`src/rtl/pc_ras_unit_if.sv`:
```
// Control-side bundle for pc_ras_unit: select/call/stall in, PC and RAS status out.
interface pc_ras_unit_if #(
    parameter int WIDTH     = 32,
    parameter int OFFSET_W  = 16,
    parameter int RAS_DEPTH = 4
);
    localparam int CNT_W = $clog2(RAS_DEPTH) + 1;

    logic                stall;
    logic [OFFSET_W-1:0] id;
    logic [WIDTH-1:0]    jt;
    logic [2:0]          pcsel;
    logic                call;
    logic [WIDTH-1:0]    pc;
    logic [WIDTH-1:0]    pc_inc;
    logic [WIDTH-1:0]    pc_offset;
    logic [CNT_W-1:0]    ras_count;
    logic                ras_overflow;
    logic                ras_miss;
    logic                misalign;

    modport master (
        output stall, id, jt, pcsel, call,
        input  pc, pc_inc, pc_offset, ras_count, ras_overflow, ras_miss, misalign
    );

    modport slave (
        input  stall, id, jt, pcsel, call,
        output pc, pc_inc, pc_offset, ras_count, ras_overflow, ras_miss, misalign
    );
endinterface

```
`src/rtl/pc_ras_unit.sv`:
```
// Next-PC generator with stall hold and a circular return-address stack.
// Optional macro PC_ALIGN_CHECK_EN: misaligned JMP/RET-fallback traps to ILLOP_VEC.
module pc_ras_unit #(
    parameter int               WIDTH     = 32,
    parameter int               OFFSET_W  = 16,
    parameter int               RAS_DEPTH = 4,
    parameter logic [WIDTH-1:0] RESET_VEC = 32'h80000000,
    parameter logic [WIDTH-1:0] ILLOP_VEC = 32'h80000004,
    parameter logic [WIDTH-1:0] XADR_VEC  = 32'h80000008
) (
    input  logic            clock,
    input  logic            reset_n,
    pc_ras_unit_if.slave    bus
);
    localparam int PTR_W = $clog2(RAS_DEPTH);
    localparam int CNT_W = PTR_W + 1;

    logic [WIDTH-1:0] pc_q, pc_d;
    logic [PTR_W-1:0] sp_q, sp_d;
    logic [CNT_W-1:0] cnt_q, cnt_d;
    logic             ovf_q, ovf_d;
    logic             miss_q, miss_d;
    logic             mis_q, mis_d;
    logic [WIDTH-1:0] ras_q [RAS_DEPTH];

    logic [WIDTH-1:0] pc_inc, pc_offset, jmp_tgt, ret_tgt, top;
    logic [WIDTH-2:0] id_ext;
    logic [PTR_W-1:0] top_ptr, wr_ptr;
    logic             wr_en, push_req, pop, jmp_req, empty, full;

    assign id_ext    = {{(WIDTH-1-OFFSET_W){bus.id[OFFSET_W-1]}}, bus.id};
    assign pc_inc    = {pc_q[WIDTH-1], pc_q[WIDTH-2:0] + (WIDTH-1)'(4)};
    assign pc_offset = {pc_q[WIDTH-1], pc_inc[WIDTH-2:0] + (id_ext << 2)};
    // Jumps and returns can only keep or drop the supervisor bit, never raise it.
    assign jmp_tgt   = {bus.jt[WIDTH-1] & pc_q[WIDTH-1], bus.jt[WIDTH-2:2], 2'b00};
    assign top_ptr   = sp_q - PTR_W'(1);
    assign top       = ras_q[top_ptr];
    assign ret_tgt   = {top[WIDTH-1] & pc_q[WIDTH-1], top[WIDTH-2:0]};
    assign empty     = (cnt_q == '0);
    assign full      = (cnt_q == CNT_W'(RAS_DEPTH));

`ifndef PC_ALIGN_CHECK_EN
    logic unused_jt_low;
    assign unused_jt_low = ^bus.jt[1:0];
`endif

    always_comb begin
        pc_d     = pc_q;
        sp_d     = sp_q;
        cnt_d    = cnt_q;
        ovf_d    = ovf_q;
        miss_d   = 1'b0;
        mis_d    = 1'b0;
        push_req = 1'b0;
        pop      = 1'b0;
        jmp_req  = 1'b0;
        wr_en    = 1'b0;
        wr_ptr   = sp_q;

        case (bus.pcsel)
            3'd0: if (!bus.stall) pc_d = pc_inc;
            3'd1: if (!bus.stall) begin
                pc_d     = pc_offset;
                push_req = bus.call;
            end
            3'd2: if (!bus.stall) begin
                jmp_req  = 1'b1;
                push_req = bus.call;
            end
            3'd5: if (!bus.stall) begin
                push_req = bus.call;
                if (empty) begin
                    jmp_req = 1'b1;
                    miss_d  = 1'b1;
                end else begin
                    pop  = 1'b1;
                    pc_d = ret_tgt;
                end
            end
            3'd4:    pc_d = XADR_VEC;
            default: pc_d = ILLOP_VEC;
        endcase

        if (jmp_req) begin
`ifdef PC_ALIGN_CHECK_EN
            if (bus.jt[1:0] != 2'b00) begin
                pc_d     = ILLOP_VEC;
                mis_d    = 1'b1;
                push_req = 1'b0;
            end else begin
                pc_d = jmp_tgt;
            end
`else
            pc_d = jmp_tgt;
`endif
        end

        // Pop+push rewrites the top slot in place; a plain push may wrap over the oldest.
        if (push_req) begin
            wr_en = 1'b1;
            if (pop) begin
                wr_ptr = top_ptr;
            end else begin
                wr_ptr = sp_q;
                sp_d   = sp_q + PTR_W'(1);
                if (full) ovf_d = 1'b1;
                else      cnt_d = cnt_q + CNT_W'(1);
            end
        end else if (pop) begin
            sp_d  = top_ptr;
            cnt_d = cnt_q - CNT_W'(1);
        end
    end

    always_ff @(posedge clock or negedge reset_n) begin
        if (!reset_n) begin
            pc_q   <= RESET_VEC;
            sp_q   <= '0;
            cnt_q  <= '0;
            ovf_q  <= 1'b0;
            miss_q <= 1'b0;
            mis_q  <= 1'b0;
        end else begin
            pc_q   <= pc_d;
            sp_q   <= sp_d;
            cnt_q  <= cnt_d;
            ovf_q  <= ovf_d;
            miss_q <= miss_d;
            mis_q  <= mis_d;
        end
    end

    // Stack storage carries no reset; validity is tracked by cnt_q alone.
    always_ff @(posedge clock) begin
        if (wr_en) ras_q[wr_ptr] <= pc_inc;
    end

    assign bus.pc           = pc_q;
    assign bus.pc_inc       = pc_inc;
    assign bus.pc_offset    = pc_offset;
    assign bus.ras_count    = cnt_q;
    assign bus.ras_overflow = ovf_q;
    assign bus.ras_miss     = miss_q;
    assign bus.misalign     = mis_q;
endmodule

```
`src/flat_wrapper.sv`:
```
// flat-port wrapper written by rule: the top's interface ports become plain ports
module pc_ras_unit_flat 
#(
    parameter int               WIDTH     = 32,
    parameter int               OFFSET_W  = 16,
    parameter int               RAS_DEPTH = 4,
    parameter logic [WIDTH-1:0] RESET_VEC = 32'h80000000,
    parameter logic [WIDTH-1:0] ILLOP_VEC = 32'h80000004,
    parameter logic [WIDTH-1:0] XADR_VEC  = 32'h80000008
)
  (clock, reset_n, bus_stall, bus_id, bus_jt, bus_pcsel, bus_call, bus_pc, bus_pc_inc, bus_pc_offset, bus_ras_count, bus_ras_overflow, bus_ras_miss, bus_misalign);
  pc_ras_unit_if #(.WIDTH(WIDTH), .OFFSET_W(OFFSET_W), .RAS_DEPTH(RAS_DEPTH)) bus_i ();
  input  logic clock;
  input  logic reset_n;
  input wire logic [$bits(bus_i.stall)-1:0] bus_stall;
  input wire logic [$bits(bus_i.id)-1:0] bus_id;
  input wire logic [$bits(bus_i.jt)-1:0] bus_jt;
  input wire logic [$bits(bus_i.pcsel)-1:0] bus_pcsel;
  input wire logic [$bits(bus_i.call)-1:0] bus_call;
  output wire logic [$bits(bus_i.pc)-1:0] bus_pc;
  output wire logic [$bits(bus_i.pc_inc)-1:0] bus_pc_inc;
  output wire logic [$bits(bus_i.pc_offset)-1:0] bus_pc_offset;
  output wire logic [$bits(bus_i.ras_count)-1:0] bus_ras_count;
  output wire logic [$bits(bus_i.ras_overflow)-1:0] bus_ras_overflow;
  output wire logic [$bits(bus_i.ras_miss)-1:0] bus_ras_miss;
  output wire logic [$bits(bus_i.misalign)-1:0] bus_misalign;
  assign bus_i.stall = bus_stall;
  assign bus_i.id = bus_id;
  assign bus_i.jt = bus_jt;
  assign bus_i.pcsel = bus_pcsel;
  assign bus_i.call = bus_call;
  assign bus_pc = bus_i.pc;
  assign bus_pc_inc = bus_i.pc_inc;
  assign bus_pc_offset = bus_i.pc_offset;
  assign bus_ras_count = bus_i.ras_count;
  assign bus_ras_overflow = bus_i.ras_overflow;
  assign bus_ras_miss = bus_i.ras_miss;
  assign bus_misalign = bus_i.misalign;
  pc_ras_unit #(.WIDTH(WIDTH), .OFFSET_W(OFFSET_W), .RAS_DEPTH(RAS_DEPTH), .RESET_VEC(RESET_VEC), .ILLOP_VEC(ILLOP_VEC), .XADR_VEC(XADR_VEC)) u_core (.clock(clock), .reset_n(reset_n), .bus(bus_i));
endmodule
```
`config.mk`:
```
export PLATFORM = sky130hd
export DESIGN_NAME = pc_ras_unit_flat
export DESIGN_NICKNAME = d
export VERILOG_FILES = /design/src/rtl/pc_ras_unit_if.sv /design/src/rtl/pc_ras_unit.sv /design/src/flat_wrapper.sv
export SDC_FILE = /design/constraint.sdc
export NUM_CORES = 1
export LEC_CHECK = 0
export CELL_PAD_IN_SITES_DETAIL_PLACEMENT = 0
export CELL_PAD_IN_SITES_GLOBAL_PLACEMENT = 2
export CORE_MARGIN = 10
export CORE_UTILIZATION = 32
export DETAILED_ROUTE_END_ITERATION = 16
export GPL_TIMING_DRIVEN = 0
export PLACE_DENSITY = 0.86
export SLEW_MARGIN = 20
export SYNTH_ARGS = -nofsm -noshare
export SYNTH_HDL_FRONTEND = slang
export SYNTH_SLANG_ARGS = --single-unit
```
`constraint.sdc`:
```
create_clock -name clock -period 5.1 [get_ports clock]
set_input_delay 1.53 -clock clock [delete_from_list [all_inputs] [get_ports clock]]
set_output_delay 1.53 -clock clock [all_outputs]
set_load 0.02 [all_outputs]
```
; Yosys cells after proc, flatten, opt, wreduce, memory -nomap -nowiden
; Memories as Yosys holds them, arrays and structs flattened.
; Cells that the tools add are included.
[totals]
in_bits = 55
wordCells = 65
mem_bits_rw = 128
memories = 1
register_bits = 39
[op_classes]
bitwise = 3
n_addsub = 6
eq_ne = 14
muxes = 27
reduce_logical = 8
[mem_list]
columns = name, depth, word_bits, rd, rd_clocked_by_memory_dff, write_ports, line
row1 = u_core.ras_q, 4, 32, 1, 0, 1, pc_ras_unit.sv:24  ; logic [WIDTH-1:0] ras_q [RAS_DEPTH];
[ops]
columns = op, count
row1 = one-hot mux 32 bit (5 select lines), 1
row2 = 2-to-1 mux 32 bit, 3
row3 = 2-to-1 mux 31 bit, 2
row4 = adder 31 x 3 -> 31 bit (second input constant), 1
row5 = adder 31 bit, 1
row6 = 2-to-1 mux 1 bit, 12
row7 = 2-to-1 mux 3 bit, 4
row8 = != test 3 x 2 -> 1 bit (second input constant), 4
row9 = AND reduction 5 bit, 2
row10 = == test 3 bit (second input constant), 3
row11 = 2-to-1 mux 2 bit, 4
row12 = != test 2 x 1 -> 1 bit (second input constant), 4
row13 = logical NOT 3 bit, 2
row14 = AND reduction 3 bit, 2
row15 = adder 3 x 1 -> 3 bit (second input constant), 1
row16 = == test 3 x 1 -> 1 bit (second input constant), 1
row17 = == test 3 x 2 -> 1 bit (second input constant), 1
row18 = OR reduction 3 bit, 1
row19 = subtractor 3 x 1 -> 3 bit (second input constant), 1
row20 = adder 2 x 1 -> 2 bit (second input constant), 1
row21 = bitwise AND 1 bit, 2
row22 = != test 2 bit (second input constant), 1
row23 = one-hot mux 1 bit (2 select lines), 1
row24 = nonzero test 2 bit, 1
row25 = 2 further kinds, 2

; Logic depth before layout (Yosys ltp)
; Gate-level depths: netlist of the first run.
; An unclocked memory read counts as a cell.
[logic_depth]
depth_word = 7
depth_mapped = 15
ltp_nobuf = 15

; Least setup slack after synthesis of the first run
; No wires, ideal clock.
[synth_path]
path_type = input-to-reg
from = input port bus_pcsel[0]
to = memory u_core.ras_q[0][0], enable pin
path_stages = 7
t_arrival_ns = 5.953
path_slack_ns = -1.365
setup_ns = 0.513
cell_sequence = buf_2 nor2b_1 a21o_1 nand2_1 nor2_1 inv_1 nor4b_1
[synth_between]
elab_chain_len = 6
[synth_rtl]
columns = item, line
row1 = "start, declared", flat_wrapper.sv:18  ; input wire logic [$bits(bus_i.pcsel)-1:0] bus_pcsel;
row2 = "== test 3 x 1 -> 1 bit, or another cell as far along", pc_ras_unit.sv:60  ; case (bus.pcsel)
row3 = OR reduction 3 bit (no source line), n/a
row4 = 2-to-1 mux 1 bit, n/a
row5 = 2-to-1 mux 1 bit, pc_ras_unit.sv:99  ; if (push_req) begin
row6 = 2-to-1 mux 1 bit, pc_ras_unit.sv:135  ; if (wr_en) ras_q[wr_ptr] <= pc_inc;
row7 = 2-to-1 mux 1 bit (implied by the code), pc_ras_unit.sv:135
row8 = "end, declared", pc_ras_unit.sv:24
; Parallel ways exist; a longest one is shown, timed or not.

; Worst setup path in the final report of the first run
[layout_path]
from = register u_core.pc_q[3] (netlist: u_core.bus.pc[3])
to = output port bus_pc_offset[25]
[layout_between]
elab_chain_len = 2
[layout_rtl]
columns = item, line
row1 = "start, declared", pc_ras_unit.sv:18  ; logic [WIDTH-1:0] pc_q, pc_d;
row2 = "start signal, assigned", pc_ras_unit.sv:124  ; pc_q <= pc_d;
row3 = adder 31 x 3 -> 31 bit, pc_ras_unit.sv:32  ; assign pc_inc = {pc_q[WIDTH-1], pc_q[WIDTH-2:0] + (WIDTH-1)'(4)};
row4 = adder 31 bit, pc_ras_unit.sv:33  ; assign pc_offset = {pc_q[WIDTH-1], pc_inc[WIDTH-2:0] + (id_ext << 2)};
row5 = "end, declared", flat_wrapper.sv:22  ; output wire logic [$bits(bus_i.pc_offset)-1:0] bus_pc_offset;
; Every way passes these cells.

==> flow_metrics.py, run 1 <==
metrics = {
    "synthesis": {
        "yosysSeqAreaShare_pct": 51.8,
        "synth.avg_cell_area_um2": 11.9,
        "ys_types": 71,
        "syn_inst": 784,
        "syn_area_um2": 9310,
        "synth_edf_count": 128,
        "synth-async-reset-ratio_pct": 23.4,
        "synth_ff_type": "edfxtp_1",
        "syn_nets": 875,
        "yosys_warnings": 0,
        "ys_ff_latch": 167,
    },
    "critical_path": {
        "critical_path_class": "register to output port",
        "crit_required_ps": 3570,
        "rr_endpoint": "u_core.bus.pc[29]",
        "ff2ff_setup_slack_ps": 1220,
        "cp_max_fo": 4,
        "critPathLaunchType": "register",
        "cp.arrival_ps": 4120,
        "ff2ff_path_depth": 16,
        "cp-end-kind": "output port",
        "reg2reg_from": "u_core.bus.pc[3]",
    },
    "floorplan": {
        "dieHeight_um": 191,
        "row_count": 62,
        "dieArea_um2": 36300,
        "die_w_um": 191,
        "io_pins": 157,
        "core_um2": 28700,
        "start_util_pct": 32.4,
    },
    "run_status": {
        "outcome": "finished with violations",
        "violations": "negative setup slack",
    },
    "min_path": {
        "hold_start": "u_core.bus.ras_overflow",
        "hold_path.class": "register to register",
        "whs_path_depth": 1,
        "min_to": "u_core.bus.ras_overflow",
    },
    "placement": {
        "place_hpwl_um": 24500,
        "portBuffers": 152,
        "place_congestion": 0.887,
    },
    "route": {
        "wl_met3_um": 2820,
        "routed_wl_um": 34800,
        "initialDrtViolationCount": 712,
        "m1WireLength_um": 14700,
        "wl_per_cell_um": 24.1,
        "drc": 0,
        "vias": 7951,
        "first_pass_iters": 5,
        "ant_nets": 0,
        "met2_length_um": 16500,
        "vias_per_cell": 5.51,
        "routed.top_layer": "met4",
    },
    "global_routing": {
        "grt_max_degree": 40,
        "grt_pass1_vias": 7963,
        "antenna_found_initial": 0,
        "grt-ovfl-total": 0,
        "grt_usage_pct": 18.8,
        "grt_first_pass_wirelength_um": 51400,
    },
    "final_layout": {
        "layout.nets": 1136,
        "final_common_cell": "edfxtp_1",
        "seq_area_um2": 4840,
        "fillers": 2564,
        "drive_gt1_share_pct": 32.7,
        "multi_input_area_um2": 5460,
        "num_antenna_cells": 0,
        "utilization_pct": 48.6,
        "layout_common_cells": "edfxtp_1 (128), clkdlybuf4s50_1 (116), buf_4 (96)",
        "area_delta_synth_final_pct": 50.0,
    },
    "clocking": {
        "clk_latency_ps": 440,
        "hold_buffers": 0,
        "cts_max_level": 4,
        "cts.path.max_buffers": 2,
        "cts.clk_slew.worst_paths_ps": 70,
        "cts_buffers": 17,
        "cts_root_buf": "clkbuf_16",
        "cts_sinks": 167,
        "cts_tree": "done",
    },
    "sta": {
        "timing.final.hold_violations": 0,
        "finClkSkew_ps": 14.7,
        "max_freq_mhz": 177,
        "drv_slew": 0,
        "slew_headroom_pct": 24.1,
        "finalCritPeriodShare_pct": 111,
        "fin_ws_ps": -547,
        "post-route-min-period_ps": 5650,
        "rsz0062_at_grt": "yes",
        "tightest_slew_ps": 1130,
        "setup_viol": 17,
    },
    "job": {
        "drv_cap": 0,
    },
    "power_and_ir_drop": {
        "power_mw": 6.31,
        "peakVddDrop_v": 0.000249,
        "leakagePower_nw": 5.26,
        "p_per_area_nw_per_um2": 452,
    },
}
## worst max path at each step
stage | cells after the start | endpoint | startpoint
floorplan | 9 | bus_pc_offset[25] | bus_id[8]
global placement | 8 | u_core.ras_q[0][14] | bus_pcsel[1]
detailed placement | 11 | bus_pc_offset[25] | bus_id[1]
CTS | 16 | bus_pc_offset[25] | u_core.bus.pc[3]
global route | 16 | bus_pc_offset[25] | u_core.bus.pc[3]
finish | 16 | bus_pc_offset[25] | u_core.bus.pc[3]
## cell type report
type	count	area share [%]
Clock inverter	15	1.13
Tap cell	384	3.44
Timing Repair Buffer	249	17.0
Clock buffer	17	3.05
Inverter	12	0.323
Buffer	39	1.28
Multi-Input combinational cell	559	39.1
Sequential cell	167	34.7
## metal layers
metal / up-vias / GRT usage [%]
met5: - / 0
met4: 0 / 5.84
met3: 38 / 3.93
met2: 395 / 29.9
met1: 3987 / 25.2
li1: 3531 / -
## critical path, cell delays in order (launching register included)
cell	delay, ps
dfrtp_2	420
ha_4	150
nand4_1	90
buf_6	150
nor2_4	130
buf_12	120
xor2_4	210
ha_4	240
a21o_1	170
a21o_1	150
a221o_1	330
a311o_2	380
a311o_1	460
or2_1	280
o21ai_2	100
xnor2_2	140
buf_4	160
## per-stage QoR
stage / worst slack (ps) / hold WS [ps] / instances / TNS [ps] / cell area, um^2
6_report: -547 / 485 / 1442 / -5160 / 14000
5_1_grt: -636 / 528 / 1442 / -6860 / 14000
4_1_cts: -496 / 502 / 1422 / -4900 / 13600
3_5_place_dp: -1670 / 486 / 1329 / -27870 / 11900
3_3_place_gp: -2270 / 456 / 1320 / -213670 / 11700
2_1_floorplan: -114 / 542 / 784 / -321 / 9660
## synthesized netlist by cell type, drive strengths merged, types with 5 or more instances
master / instances / share of area (%)
dfrtp: 38 / 10
buf: 19 / 1.1
a221oi: 13 / 1.3
mux2: 5 / 0.60
a221o: 7 / 0.75
o31ai: 5 / 0.40
clkbuf: 27 / 1.1
mux4: 32 / 7.7
and2: 7 / 0.47
nor2: 60 / 2.4
nand3: 27 / 1.5
nor3: 16 / 0.86
o21ai: 30 / 1.6
nor2b: 6 / 0.40
edfxtp: 128 / 41
a22oi: 6 / 0.48
a21oi: 40 / 2.2
nand2: 72 / 2.9
a211oi: 6 / 0.54
inv: 11 / 0.44
a31oi: 9 / 0.60
and3: 7 / 0.47
ha: 34 / 4.6
xor2: 21 / 2.0
a21o: 24 / 1.9
xnor2: 39 / 3.7
or3: 9 / 0.60
nand2b: 7 / 0.47
mux2i: 10 / 1.1
nand4: 9 / 0.60
## sequential cells by signal (all words and copies together), names as in the netlist
signal                   cells
u_core.bus.ras_overflow      1
u_core.bus.ras_count         3
u_core.bus.pc               32
u_core.ras_q               128
u_core.sp_q                  2
u_core.bus.ras_miss          1
## timing repair
action                                  CTS  global route
setup buffers                            68            20
resized for setup                       246            36
cloned                                    0             0
endpoints found under the setup margin   34            22
pin swaps                                63            23
## logic make-up after synthesis
group / after synthesis / share of synthesized area, %
simple gates: 236 / 12.0
compound gates: 179 / 13.4
flops: 167 / 51.8
xor+xnor: 60 / 5.65
buf+inv: 58 / 2.72
mux: 47 / 9.42
fa+ha+maj: 36 / 5.00
other cells: 1 / 0.0403
## where the power goes
part / leakage (nW) / internal, mW / total, mW / switching [mW]
Combinational: 3.34 / 1.53 / 3.22 / 1.69
Clock: 0.275 / 0.693 / 1.28 / 0.590
Sequential: 1.65 / 1.65 / 1.81 / 0.160
(Power assumes the default switching activity.)
==> run 2, diff against run 1 <==
--- a/config.mk
+++ b/config.mk
@@ -10,9 +10,8 @@
 export CORE_MARGIN = 10
 export CORE_UTILIZATION = 32
 export DETAILED_ROUTE_END_ITERATION = 16
-export GPL_TIMING_DRIVEN = 0
+export GPL_TIMING_DRIVEN = 1
 export PLACE_DENSITY = 0.86
-export SLEW_MARGIN = 20
 export SYNTH_ARGS = -nofsm -noshare
 export SYNTH_HDL_FRONTEND = slang
 export SYNTH_SLANG_ARGS = --single-unit
==> flow_metrics.py, run 2 (synthesis gave the netlist of run 1 again) <==
metrics = {
    "power_and_ir_drop": {
        "power_frac_comb_pct": 52.1,
        "peakVddDrop_v": 0.000272,
        "leakagePower_nw": 5.81,
        "p_per_area_nw_per_um2": 449,
        "clkPwrFrac_pct": 20.6,
        "p_int_mw": 4.19,
        "p_sw_mw": 2.36,
        "switching_share_pct": 36.0,
        "pwr-share-seq_pct": 27.3,
    },
    "final_layout": {
        "finish.instance_area_um2": 14600,
        "layout_common_cells": "buf_4 (232), edfxtp_1 (128), clkdlybuf4s50_1 (116)",
        "final_common_cell": "buf_4",
        "top_register": "u_core.ras_q",
        "drive_gt1_share_pct": 38.5,
        "largest_register_ffs": 128,
        "area_delta_synth_final_pct": 56.5,
        "num_antenna_cells": 0,
        "layout.nets": 1241,
    },
    "critical_path": {
        "cp.arrival_ps": 3970,
        "reg2reg_from": "u_core.bus.pc[2]",
        "critical_path_class": "primary input to output port",
        "cp_cell_sequence": "clkdlybuf4s50_1, buf_12, ha_1, nand3_1, nand2b_1, inv_2, buf_4, a311o_1, or2_1, o21ai_2, xnor2_2, buf_4",
        "cp-end-kind": "output port",
        "crit_family": "buffers and inverters",
        "critPathMaxStageDelay_ps": 440,
        "critPathLaunchType": "primary input",
        "path_buf_inv": 5,
        "cp_common_cell": "buf_4",
        "crit_required_ps": 3570,
        "rr_endpoint": "u_core.bus.pc[29]",
        "ff2ff_path_depth": 17,
        "cp_max_fo": 10,
        "ff2ff_setup_slack_ps": 1190,
        "slowest_stage": "clkdlybuf4s50_1",
    },
    "floorplan": {
        "dieArea_um2": 36300,
        "core_um2": 28700,
        "row_count": 62,
        "die_w_um": 191,
        "dieHeight_um": 191,
        "start_util_pct": 32.4,
        "io_pins": 157,
    },
    "global_routing": {
        "grt_first_pass_wirelength_um": 50300,
        "grt_pass1_vias": 8254,
        "grt_usage_pct": 18.2,
        "antenna_found_initial": 0,
        "grt-ovfl-total": 0,
        "grt_max_degree": 40,
    },
    "placement": {
        "portBuffers": 153,
        "place_area_um2": 13000,
        "place_congestion": 0.901,
        "place_hpwl_um": 24400,
    },
    "run_status": {
        "outcome": "finished with violations",
        "violations": "negative setup slack",
    },
    "clocking": {
        "cts_buffers": 17,
        "cts_root_buf": "clkbuf_16",
        "cts_max_level": 4,
        "cts.path.max_buffers": 2,
        "cts_tree": "done",
        "hold_buffers": 0,
        "cts.clk_slew.worst_paths_ps": 60,
        "clk_latency_ps": 440,
        "cts_sinks": 167,
    },
    "sta": {
        "post-route-min-period_ps": 5500,
        "tns_ps": -3540,
        "finClkSkew_ps": 15.3,
        "max_freq_mhz": 182,
        "finalCritPeriodShare_pct": 108,
        "slew_headroom_pct": 28.9,
        "drv_slew": 0,
        "setup_viol": 17,
        "fin_ws_ps": -398,
        "tightest_slew_ps": 1060,
        "rsz0062_at_grt": "yes",
        "timing.final.hold_violations": 0,
    },
    "route": {
        "drc": 0,
        "vias_per_cell": 5.17,
        "initialDrtViolationCount": 533,
        "wl_per_cell_um": 21.7,
        "vias": 7998,
        "first_pass_iters": 4,
        "routed_wl_um": 33600,
        "ant_nets": 0,
    },
    "min_path": {
        "hold_start": "u_core.bus.ras_overflow",
        "min_to": "u_core.bus.ras_overflow",
        "whs_path_depth": 1,
        "hold_path.class": "register to register",
    },
    "job": {
        "drv_cap": 0,
    },
}
## run 2: changes by cell type in the layout (fill, tap and decap cells not counted), moves of 4 or more
| cell | previous run | this run |
|---|---|---|
| clkbuf_1 | 21 | 2 |
| inv_8 | 4 | 0 |
| buf_16 | 4 | 0 |
| xnor2_4 | 16 | 7 |
| buf_2 | 8 | 2 |
| buf_6 | 21 | 25 |
| buf_4 | 96 | 232 |
| buf_1 | 6 | 0 |
| dfrtp_2 | 15 | 6 |
| dfrtp_1 | 23 | 32 |
| xnor2_1 | 13 | 21 |
## run 2: cell type report
class / count / area, um^2
fillers: 2511 / 14100
multi-input cells: 559 / 5210
flip-flops and latches: 167 / 4830
repair buffers: 393 / 3390
well taps: 384 / 480
clock buffers: 19 / 433
clock inverters: 13 / 179
inverters: 12 / 45.0
## run 2: worst max path at each step
stage / start / endpoint / slack [ps] / cells after the start
finish: bus_id[15] / bus_pc_offset[25] / -400 / 12
global route: u_core.bus.pc[2] / bus_pc_offset[25] / -520 / 18
CTS: bus_id[0] / bus_pc_offset[30] / -460 / 11
detailed placement: bus_id[8] / bus_pc_offset[25] / -1380 / 11
global placement: bus_id[8] / bus_pc_offset[25] / -1370 / 11
floorplan: bus_id[8] / bus_pc_offset[25] / -110 / 9
## run 2: through the flow
stage | std cells | power, mW | utilization, % | setup slack, ps | hold slack (ps)
finish | 1547 | 6.54 | 50.7 | -398 | 475
detailed placement | 1470 | 4.89 | 45.2 | -1380 | 467
global route | 1547 | 6.88 | 50.7 | -523 | 501
CTS | 1529 | 6.46 | 49.5 | -465 | 483
global placement | 1470 | 4.87 | 45.2 | -1370 | 459
floorplan | 784 | 3.40 | - | -114 | 542
## run 2: worst register-to-register path, stage by stage (launching register included)
cell	delay, ps
dfrtp_2	420
nand3_2	110
buf_4	150
or4_4	570
nor2_4	190
nand3_4	120
xnor2_4	290
ha_4	250
nand3_1	80
nand2b_1	120
inv_2	60
buf_4	130
a311o_1	380
or2_1	270
buf_4	140
buf_4	120
a211oi_1	310
nor2_1	80
## run 2: layer usage
layer  share of wire (%)  track usage (%)  up-vias
met2                  48             30.1      284
li1                    -                -     3705
met4                 1.8             5.00        0
met1                  43             23.5     3972
met5                   0                0        -
met3                 7.1             4.15       37
## run 2: power by group through the flow
stage,Sequential (mW),Combinational (mW),Clock [mW]
4_1_cts,1.79,3.31,1.36
5_1_grt,1.81,3.65,1.42
6_report,1.79,3.41,1.35
3_5_place_dp,1.81,3.08,0
2_1_floorplan,1.87,1.53,0
3_3_place_gp,1.81,3.06,0
## run 2: what timing repair did
item,in CTS,in global routing
buffers inserted,29,18
pin swaps,61,27
endpoints found under the setup margin,25,22
resized for setup,204,46
==> run 3, diff against run 2 <==
--- a/config.mk
+++ b/config.mk
@@ -7,11 +7,12 @@
 export LEC_CHECK = 0
 export CELL_PAD_IN_SITES_DETAIL_PLACEMENT = 0
 export CELL_PAD_IN_SITES_GLOBAL_PLACEMENT = 2
-export CORE_MARGIN = 10
+export CORE_MARGIN = 2
 export CORE_UTILIZATION = 32
+export CTS_CLUSTER_SIZE = 24
 export DETAILED_ROUTE_END_ITERATION = 16
 export GPL_TIMING_DRIVEN = 1
-export PLACE_DENSITY = 0.86
+export PLACE_DENSITY_LB_ADDON = 0.1
 export SYNTH_ARGS = -nofsm -noshare
 export SYNTH_HDL_FRONTEND = slang
 export SYNTH_SLANG_ARGS = --single-unit
==> flow_metrics.py, run 3 (synthesis gave the netlist of run 1 again) <==
metrics = {
    "clocking": {
        "cts_root_buf": "clkbuf_16",
        "cts_tree": "done",
        "cts_max_level": 4,
        "cts_sinks": 167,
        "cts.clk_slew.worst_paths_ps": 80,
        "hold_buffers": 0,
        "cts.path.max_buffers": 2,
        "cts_buffers": 17,
        "clk_latency_ps": 430,
    },
    "sta": {
        "finClkSkew_ps": 16.5,
        "post-route-min-period_ps": 5650,
        "tightest_slew_ps": 1120,
        "slew_headroom_pct": 24.6,
        "hold_slack_ps": 483,
        "max_freq_mhz": 177,
        "fin_ws_ps": -551,
        "timing.final.hold_violations": 0,
        "setup_viol": 18,
        "drv_slew": 0,
        "rsz0062_at_grt": "yes",
        "finalCritPeriodShare_pct": 111,
        "tns_ps": -5650,
    },
    "power_and_ir_drop": {
        "peakVddDrop_v": 0.000237,
        "power_mw": 6.45,
        "leakagePower_nw": 5.80,
        "p_per_area_nw_per_um2": 447,
    },
    "route": {
        "vias": 8027,
        "wl_per_cell_um": 22.1,
        "drc": 0,
        "first_pass_iters": 6,
        "routed_wl_um": 34200,
        "initialDrtViolationCount": 581,
        "ant_nets": 0,
        "vias_per_cell": 5.20,
    },
    "critical_path": {
        "crit_required_ps": 3570,
        "critPathLaunchType": "register",
        "critical_path_class": "register to output port",
        "cp_max_fo": 4,
        "cp.arrival_ps": 4120,
        "cp-end-kind": "output port",
    },
    "job": {
        "drv_cap": 0,
    },
    "floorplan": {
        "start_util_pct": 32.4,
        "core_um2": 28700,
        "row_count": 62,
        "io_pins": 157,
        "dieArea_um2": 30500,
        "dieHeight_um": 175,
        "die_w_um": 175,
    },
    "final_layout": {
        "layout_common_cells": "buf_4 (226), edfxtp_1 (128), clkdlybuf4s50_1 (117)",
        "layout.nets": 1237,
        "top_register": "u_core.ras_q",
        "final_common_cell": "buf_4",
        "num_antenna_cells": 0,
        "finish.instance_area_um2": 14400,
        "drive_gt1_share_pct": 37.4,
        "largest_register_ffs": 128,
        "area_delta_synth_final_pct": 54.9,
    },
    "placement": {
        "pre_cts_ws_ps": -1440,
        "place_hpwl_um": 24900,
        "place_area_um2": 13100,
        "place_congestion": 0.905,
        "portBuffers": 153,
    },
    "run_status": {
        "outcome": "finished with violations",
        "violations": "negative setup slack",
    },
    "global_routing": {
        "grt_usage_pct": 22.6,
        "grt-ovfl-total": 0,
        "grt_first_pass_wirelength_um": 51600,
        "grt_pass1_vias": 8483,
        "grt_max_degree": 40,
        "antenna_found_initial": 1,
    },
    "min_path": {
        "hold_path.class": "register to register",
    },
}
## run 3: metrics by stage
stage               utilization (%)  cells
floorplan                         -    784
CTS                            49.3   1532
detailed placement             45.6   1483
global placement               45.6   1483
finish                         50.2   1543
global route                   50.2   1543
## run 3: worst max-delay path, cell delays in order, from the launching register on
cell and delay (ps):
dfrtp_2 420, ha_4 140, nand4_1 230, nor2_2 250, xor2_2 240, ha_4 240
a21o_1 190, a21o_1 200, a221o_1 340, a311o_1 390, a311o_1 380, or2_1 280
o21ai_2 80, xnor2_2 130, buf_4 160
## run 3: what timing repair did
item,in CTS,in global routing
cloned,1,0
pin swaps,44,27
buffers inserted,17,13
setup endpoints to repair,26,23
resized for setup,197,39
## run 3: final cells by class
type / instances / area, um^2
clock buffers: 17 / 425
clock inverters: 15 / 155
fillers: 2581 / 14300
inverters: 12 / 45.0
multi-input cells: 559 / 5130
flip-flops and latches: 167 / 4830
well taps: 384 / 480
repair buffers: 389 / 3350
## run 3: power breakdown
group | internal (mW) | switching, mW
Sequential | 1.64 | 0.173
Clock | 0.654 | 0.628
Combinational | 1.70 | 1.64
## run 3: per-layer routing
layer | track usage, % | wire length [um] | vias up
met4 | 4.41 | 340 | 0
met3 | 3.39 | 1570 | 26
met5 | 0 | 0 | -
met2 | 37.6 | 16600 | 239
li1 | - | - | 3707
met1 | 31.7 | 15700 | 4055
## run 3: worst paths after layout
path,end,slack [ps],from,cells past startpoint
max,bus_pc_offset[25],-550,u_core.bus.pc[2],14
min,u_core.bus.ras_overflow,480,u_core.bus.ras_overflow,1
max reg2reg,u_core.bus.pc[23],1010,u_core.bus.pc[2],17
min reg2reg,u_core.bus.ras_overflow,480,u_core.bus.ras_overflow,1
max in group asynchronous,u_core.bus.pc[6],3100,reset_n,1
min in group asynchronous,u_core.bus.pc[0],1280,reset_n,1
